## src/rtl/conv3x3_pkg.sv

```systemverilog
// Shared constants for the pipelined 3x3 convolution engine: default kernel,
// border modes, edge flag bit positions and the coefficient register map.
package conv3x3_pkg;
  localparam int NUM_TAPS = 9;
  localparam int STAGES = 3;
  localparam int DEFAULT_KERNEL [NUM_TAPS] = '{1, 2, 1, 2, 4, 2, 1, 2, 1};
  localparam int DEFAULT_SHIFT = 4;

  localparam logic BORDER_ZERO = 1'b0;
  localparam logic BORDER_REPLICATE = 1'b1;

  localparam int EDGE_LEFT = 0;
  localparam int EDGE_RIGHT = 1;
  localparam int EDGE_TOP = 2;
  localparam int EDGE_BOTTOM = 3;

  localparam logic [3:0] SHIFT_ADDR = 4'd9;
endpackage

```

## src/rtl/conv3x3_round_clamp.sv

```systemverilog
// Round-half-up, arithmetic normalising shift and clamp to the pixel range.
module conv3x3_round_clamp #(
  parameter int ACC_WIDTH   = 17,
  parameter int DATA_WIDTH  = 8,
  parameter int SHIFT_WIDTH = 4
) (
  input  logic signed [ACC_WIDTH-1:0]   sum,
  input  logic        [SHIFT_WIDTH-1:0] shift,
  output logic        [DATA_WIDTH-1:0]  data,
  output logic                          sat
);
  // One guard bit so adding the rounding constant can never wrap.
  localparam int W = ACC_WIDTH + 1;
  localparam logic signed [W-1:0] MAX_PIX = W'((1 << DATA_WIDTH) - 1);

  logic signed [W-1:0] ext, half, shd;

  always_comb begin
    ext  = W'(sum);
    half = '0;
    if (shift != '0) half = W'(1) << (shift - SHIFT_WIDTH'(1));
    shd  = (ext + half) >>> shift;
    data = shd[DATA_WIDTH-1:0];
    sat  = 1'b0;
    if (shd < 0) begin
      data = '0;
      sat  = 1'b1;
    end else if (shd > MAX_PIX) begin
      data = '1;
      sat  = 1'b1;
    end
  end
endmodule

```

## src/rtl/conv3x3_pipe.sv

```systemverilog
// 3-stage 3x3 convolution: S1 border mask + coefficient snapshot, S2 row
// partial sums, S3 round/clamp. Whole pipe stalls together on out_ready.
module conv3x3_pipe
  import conv3x3_pkg::*;
#(
  parameter int DATA_WIDTH  = 8,
  parameter int COEF_WIDTH  = 5,
  parameter int SHIFT_WIDTH = 4
) (
  input  logic                      clk,
  input  logic                      rst_n,
  input  logic                      in_valid,
  output logic                      in_ready,
  input  logic [9*DATA_WIDTH-1:0]   in_window,
  input  logic [3:0]                in_edge,
  input  logic                      cfg_border,
  input  logic                      coef_we,
  input  logic [3:0]                coef_addr,
  input  logic [COEF_WIDTH-1:0]     coef_wdata,
  output logic                      out_valid,
  input  logic                      out_ready,
  output logic [DATA_WIDTH-1:0]     out_data,
  output logic                      out_sat
);
  localparam int ACC_WIDTH = DATA_WIDTH + COEF_WIDTH + 4;
  localparam int PROD_WIDTH = DATA_WIDTH + COEF_WIDTH + 1;

  logic [STAGES:1] vld_pipe;
  logic            adv;

  assign adv       = !vld_pipe[STAGES] || out_ready;
  assign in_ready  = adv;
  assign out_valid = vld_pipe[STAGES];

  // Live coefficient/shift registers; writes land on the edge, so a beat
  // accepted on that same edge still snapshots the old values.
  logic [NUM_TAPS-1:0][COEF_WIDTH-1:0] coef_q;
  logic [SHIFT_WIDTH-1:0]              shift_q;

  always_ff @(posedge clk) begin
    if (!rst_n) begin
      for (int t = 0; t < NUM_TAPS; t++) coef_q[t] <= COEF_WIDTH'(DEFAULT_KERNEL[t]);
      shift_q <= SHIFT_WIDTH'(DEFAULT_SHIFT);
    end else if (coef_we) begin
      for (int t = 0; t < NUM_TAPS; t++)
        if (coef_addr == 4'(t)) coef_q[t] <= coef_wdata;
      if (coef_addr == SHIFT_ADDR) shift_q <= coef_wdata[SHIFT_WIDTH-1:0];
    end
  end

  // Border masking: excluded rows/cols either zero out or fold onto the centre line.
  logic [NUM_TAPS-1:0][DATA_WIDTH-1:0] win, tap_m;
  assign win = in_window;

  for (genvar r = 0; r < 3; r++) begin : g_row
    for (genvar c = 0; c < 3; c++) begin : g_col
      logic       ex_r, ex_c;
      logic [3:0] src;
      assign ex_r = (r == 0 && in_edge[EDGE_TOP])  || (r == 2 && in_edge[EDGE_BOTTOM]);
      assign ex_c = (c == 0 && in_edge[EDGE_LEFT]) || (c == 2 && in_edge[EDGE_RIGHT]);
      assign src  = 4'((ex_r ? 1 : r) * 3 + (ex_c ? 1 : c));
      assign tap_m[r*3+c] = ((ex_r || ex_c) && cfg_border == BORDER_ZERO) ? '0 : win[src];
    end
  end

  logic [NUM_TAPS-1:0][DATA_WIDTH-1:0] tap_s1;
  logic [NUM_TAPS-1:0][COEF_WIDTH-1:0] coef_s1;
  logic [SHIFT_WIDTH-1:0]              shift_s1, shift_s2;

  logic signed [ACC_WIDTH-1:0] prod_ext [NUM_TAPS];
  for (genvar t = 0; t < NUM_TAPS; t++) begin : g_mul
    logic signed [DATA_WIDTH:0]   px;
    logic signed [COEF_WIDTH-1:0] cf;
    logic signed [PROD_WIDTH-1:0] prod;
    assign px   = signed'({1'b0, tap_s1[t]});
    assign cf   = signed'(coef_s1[t]);
    assign prod = px * cf;
    assign prod_ext[t] = ACC_WIDTH'(prod);
  end

  logic signed [ACC_WIDTH-1:0] row_c [3];
  logic signed [ACC_WIDTH-1:0] row_s2 [3];
  always_comb begin
    for (int r = 0; r < 3; r++) row_c[r] = prod_ext[r*3] + prod_ext[r*3+1] + prod_ext[r*3+2];
  end

  logic signed [ACC_WIDTH-1:0] acc_sum;
  logic [DATA_WIDTH-1:0]       rc_data;
  logic                        rc_sat;
  assign acc_sum = row_s2[0] + row_s2[1] + row_s2[2];

  conv3x3_round_clamp #(
    .ACC_WIDTH  (ACC_WIDTH),
    .DATA_WIDTH (DATA_WIDTH),
    .SHIFT_WIDTH(SHIFT_WIDTH)
  ) u_rc (
    .sum  (acc_sum),
    .shift(shift_s2),
    .data (rc_data),
    .sat  (rc_sat)
  );

  always_ff @(posedge clk) begin
    if (!rst_n) begin
      vld_pipe <= '0;
      tap_s1   <= '0;
      coef_s1  <= '0;
      shift_s1 <= '0;
      shift_s2 <= '0;
      for (int r = 0; r < 3; r++) row_s2[r] <= '0;
      out_data <= '0;
      out_sat  <= 1'b0;
    end else if (adv) begin
      vld_pipe <= {vld_pipe[STAGES-1:1], in_valid};
      tap_s1   <= tap_m;
      coef_s1  <= coef_q;
      shift_s1 <= shift_q;
      for (int r = 0; r < 3; r++) row_s2[r] <= row_c[r];
      shift_s2 <= shift_s1;
      out_data <= rc_data;
      out_sat  <= rc_sat;
    end
  end
endmodule

```

## config.mk

```make
export PLATFORM = sky130hd
export DESIGN_NAME = conv3x3_pipe
export DESIGN_NICKNAME = d
export VERILOG_FILES = /design/src/rtl/conv3x3_pkg.sv /design/src/rtl/conv3x3_round_clamp.sv /design/src/rtl/conv3x3_pipe.sv
export SDC_FILE = /design/constraint.sdc
export NUM_CORES = 1
export LEC_CHECK = 0
export BUFFER_PORTS_ARGS = -buffer_cell sky130_fd_sc_hd__buf_2
export CAP_MARGIN = 5
export CORE_ASPECT_RATIO = 1.75
export CORE_MARGIN = 5
export CORE_UTILIZATION = 40
export CTS_CLUSTER_DIAMETER = 100
export DETAILED_ROUTE_END_ITERATION = 10
export MAX_ROUTING_LAYER = met4
export SYNTH_ARGS = -nofsm -noshare
export SYNTH_HDL_FRONTEND = slang
export SYNTH_SLANG_ARGS = --single-unit
```

## constraint.sdc

```tcl
create_clock -name clk -period 5.7 [get_ports clk]
set_clock_uncertainty 0.15 [all_clocks]
set_input_delay 0.855 -clock clk [delete_from_list [all_inputs] [get_ports clk]]
set_output_delay 0.855 -clock clk [all_outputs]
set_load 0.1 [all_outputs]
```

==> Word-level counts from Yosys, hierarchy flattened <==
Memory sizes are Yosys's and may differ from the RTL's.
Cells that the tools add are included.
{ "word_totals": {"memories": 1, "ramBits": 51, "input_bits": 91, "output_inout_bits": 11, "regBits": 186} }
{ "classes": {"n_bitwise": 4, "shift": 2, "order_cmp": 10, "n_reduce_logical": 26, "mul": 11, "add_sub_neg": 18, "eq_ne": 9, "mux": 40} }
{ "memory_table": {"columns": ["name", "words", "width", "read_ports", "rd_ports_with_merged_regs", "write_ports", "line_no", "rtl"], "rows": [
  ["row_s2", 3, 17, 3, 0, 3, "conv3x3_pipe.sv:82", "logic signed [ACC_WIDTH-1:0] row_s2 [3];"]
]} }
{ "op_table": {"columns": ["op", "count"], "rows": [
  ["$bmux 8 s4", 8],
  ["$mux 8", 18],
  ["$mul 9x5->14", 9],
  ["$mux 17", 3],
  ["$add 15x14->16", 3],
  ["$add 14x14->15", 3],
  ["$lt 4x5->1 const B", 8],
  ["$add 17x17->17", 2],
  ["$reduce_and 2->1", 10],
  ["$add 17x18->18", 1],
  ["$gt 18x9->1 const B", 1],
  ["$lt 18x1->1 const B", 1],
  ["$mux 18", 1],
  ["$shl 1x4->18 const A", 1],
  ["$sshr 18x4->18", 1],
  ["$eq 4x3->1 const B", 4],
  ["$add 3x4->4 const A", 2],
  ["$add 4x2->4", 2],
  ["$add 4x2->4 const B", 2],
  ["$add 4x4->4", 2],
  ["$eq 4x2->1 const B", 2],
  ["$eq 4x4->1 const B", 2],
  ["$logic_and 1x1->1", 8],
  ["$mux 1", 8],
  ["other kinds (11)", 18]
]} }

==> Logic depth before layout (Yosys ltp) <==
{ "depth": {"depth_word": 8, "mapped_depth": 27, "ltp_nobuf": 26} }

==> Cells and area by module <==
Synthesis repeated with hierarchy kept, for this count alone.
{ "unflattened": {"cells_unflattened": 3122, "area_unflattened_um2": 28233.3} }
{ "modules_own_cells": {"columns": ["mod", "cells_per_inst", "area_per_inst_um2", "n_inst"], "rows": [
  ["conv3x3_pipe", 2767, 25693.4, 1],
  ["conv3x3_round_clamp", 355, 2539.9, 1]
]} }

==> Worst setup path before layout <==
OpenSTA, ideal clock, no wires.
{ "synth_timing": {"kind": "reg-to-reg", "start": "memory row_s2[0][1]", "end": "register out_data[7]", "synth_period_minus_slack_ps": 6198, "required_ps": 5431, "setup_slack_ps": -498, "path_stages_with_launch": 28, "setup_ps": 119, "n_path_buf": 1, "arrival_time_ps": 5930, "cell_sequence": "edfxtp_1 -> fa_1 -> ha_1 -> inv_1 -> fa_1 -> nor2b_1 -> o21ai_0 -> a21boi_0 -> o21ai_0 -> a21boi_0 -> o21ai_0 -> a21boi_0 -> o21ai_0 -> nor2b_1 -> xnor2_1 -> ha_1 -> and2_4 -> buf_6 -> and3_4 -> o21ai_0 -> a21oi_1 -> or4_4 -> a311o_1 -> o211ai_2 -> and4b_1 -> nand4_4 -> a2111o_1 -> a32o_1"} }
{ "synth_lines": {"columns": ["element", "line_no", "rtl"], "rows": [
  ["start: declaration", "conv3x3_pipe.sv:82", null],
  ["end signal: assignment", "conv3x3_pipe.sv:120", "out_data <= rc_data;"],
  ["end: declaration", "conv3x3_pipe.sv:22", "output logic [DATA_WIDTH-1:0] out_data,"]
]} }

==> metrics <==
status finished with violations; failing checks setup timing; CTS tree done; worst hold path class flop to flop; Synthesized Nets between 3k and 4k; maximum VDD drop roughly 210 uV; worst-margin pin slew roughly 1.1 ns; post-synthesis async set-or-reset flop share 0; Synth Flop Type dfxtp_1; Hold-fix buffers, CTS 0; Inserted Clock Buffers 25; RSZ-0062 raised after global routing yes; sequential share of the synthesized area 0.1865; Setup WS post-layout -0.2119 ns; Critical Path End Type flop; Root Driver clkbuf_16; Unique masters post-synth 89; clock share of power 0.292; worst hold endpoint out_data[1]; Total Wirelength 89900 um; DR vias/cell between 5 and 6; DR pass1 iterations 5; pwr dens 163.5 nW/um^2; fmax ~170 MHz; Starting Density 0.4033; antenna violations before repair 11; Post-Place Cells approximately 4.2k; fillers between 6k and 7k; initial drt markers 1113; CTS HTree Levels 1; startpoint types flop; Final nets 4035; worst hold path depth 2; combinational share of power 0.362; vias in the first global route roughly 24k; FF-to-FF Start row_s2[0][35]; Port Buffers 101; Post-DP HPWL ~75000 um; global-route wire length before repair about 140000 um; largest net degree at the start of global routing 74; # DRC 0; Synth Area per Inst 9.060 um^2; Overflow after GRT 0; Post-Synthesis Cells a little over 3k; Max-cap violations 0; crit-path most repeated cell o21ai_2; final hold violations 0; post-synthesis instance area 27690 um^2; layout cells sized above 1 0.2274; via count between 20k and 25k; Cell Rows ~130; clock sinks around 230; Worst Hold Launch out_data[1]; Final period util 1.037; Worst EP required roughly 6 ns; Die Y between 300 and 400 um; Setup CP Type flop to flop; R2R setup slack -0.21 ns; final setup TNS -1.144 ns; Sw Pwr 1.961 mW; Slew Limit Fails 0; CTS Buffer Depth 3; DIE WIDTH 208.9 um; area grow syn2layout 19.30%; YS warnings 0; Overall Global Routing Usage 0.2464; endpoints failing setup 13; FF-to-FF path depth 28; Clock Latency Late Sink ~0.57 ns; Slowest-stage cell, CP fa_1; gpl congestion about 0.97; Post-synth EDFFs 48; core box area 68650 um^2; WL/cell around 21 um; IO Count 102; Sw Share 0.3632; dpl cell area 31110 um^2; Arr. time, crit path slightly above 6 ns; largest stage delay on the critical path between 0.5 and 0.6 ns; Finished Layout Cells ~4.3k; worst hold margin between 0.2 and 0.3 ns; antenna-violating nets left 0; leakage power 15.05 nW; slew margin rel. 0.2434; DIE AREA between 70000 and 80000 um^2; R2R Path End out_data[7]; Int Pwr about 3.4 mW; Tmin final between 5 and 6 ns; pre-CTS WS -0.6912 ns; CP max FO 4; Flop pwr share 0.346; Yosys reg bits 234; design area approximately 33000 um^2; Worst-path clk slew 0.06 ns
==> metrics by stage <==
stage	power, mW	util
CTS	5.358	0.4739
finish	5.401	0.4812
global route	5.678	0.4811
floorplan	3.043	-
global placement	3.697	0.4532
detailed placement	3.715	0.4532
==> what timing repair did <==
action / CTS / global route
pin swaps: 100 / 99
buffers inserted: 29 / 12
gates cloned: 0 / 0
setup endpoints to repair: 28 / 32
gates resized for setup: 145 / 99
==> state kept, by name, indices dropped and copies added (netlist names) <==
name and cells:
g_mul.px 72, out_data 8, shift_q 4, shift_s1 4, g_mul.cf 45, coef_q 45
shift_s2 4, out_sat 1, row_s2 48, vld_pipe 3
==> power by group through the flow <==
stage	clock network [mW]	logic, mW	registers (mW)
final	1.58	1.96	1.87
after global placement	0	1.80	1.90
after floorplan	0	1.02	2.03
after detailed placement	0	1.81	1.90
after global routing	1.67	2.13	1.88
after CTS	1.61	1.88	1.87
==> placed cells by master, fill, tap and decap left out, types with 100 or more instances in the layout <==
cell type / n
nand2_1: 446
inv_1: 457
ha_1: 222
dfxtp_1: 141
nor2_1: 139
fa_1: 327
and2_1: 127
buf_2: 100
mux2i_1: 113
buf_4: 319
==> routing by layer <==
layer  vias to the layer above  GRT usage  part of all wire
li1                      10549          -                 -
met1                     11271     0.2528              0.35
met2                       609     0.4620              0.54
met3                       236    0.02538             0.045
met4                         0     0.1281             0.068
met5                         -          -                 0
==> worst max path at each step <==
| stage | startpoint | to | slack [ns] | depth (start not counted) |
|---|---|---|---|---|
| 2_1_floorplan | row_s2[0][1] | out_data[7] | -0.22 | 27 |
| 3_3_place_gp | row_s2[0][1] | out_data[7] | -0.67 | 27 |
| 3_5_place_dp | row_s2[0][1] | out_data[7] | -0.69 | 27 |
| 4_1_cts | row_s2[0][35] | out_data[7] | -0.38 | 27 |
| 5_1_grt | row_s2[0][35] | out_data[7] | -0.51 | 27 |
| 6_report | row_s2[0][35] | out_data[7] | -0.21 | 28 |
==> critical path: cells and delay by family (launching register included) <==
family / cells / cell delay, ns
AO/OA/AOI/OAI: 14 / 2.63
XOR/XNOR: 1 / 0.15
adder cells (fa/ha/maj): 4 / 1.25
buffers and inverters: 3 / 0.29
flip-flops: 1 / 0.39
AND/OR/NAND/NOR: 6 / 0.92
==> cell type report <==
| class | count | area, um^2 | area share |
|---|---|---|---|
| repair buffers | 431 | 3039 | 0.09200 |
| inverters | 472 | 1775 | 0.05375 |
| clock buffers | 29 | 650.6 | 0.01970 |
| clock inverters | 15 | 100.1 | 0.003030 |
| well taps | 903 | 1130 | 0.03420 |
| multi-input cells | 2209 | 21080 | 0.6382 |
| diodes | 10 | 25.02 | 0.0007575 |
| flip-flops and latches | 234 | 5231 | 0.1584 |
==> kinds of logic (layout without fill, tap and decap cells) <==
| kind of cell | after synthesis | count (layout) | synth area share |
|---|---|---|---|
| xor+xnor | 69 | 69 | 0.02237 |
| mux | 183 | 183 | 0.09372 |
| flops | 234 | 234 | 0.1865 |
| compound gates | 422 | 422 | 0.1021 |
| buf+inv | 613 | 947 | 0.08383 |
| simple gates | 963 | 963 | 0.1630 |
| other cells | 1 | 11 | 0.0001354 |
| fa+ha+maj | 571 | 571 | 0.3483 |
==> Yosys cell counts, types with 53 or more instances <==
master      n  share of area
mux2i_1   113          0.041
dfxtp_1   186           0.13
nand2_1   451          0.061
fa_1      333           0.24
nor3_1     53         0.0096
o21ai_0   118          0.021
nand2b_1   56          0.013
nor2_1    145          0.020
mux4_2     60          0.049
a21boi_0   78          0.021
inv_1     468          0.063
clkbuf_1  118          0.016
ha_1      238           0.11
and2_1    129          0.029
a21oi_1    60          0.011
Power figures use the tool's default switching activity.
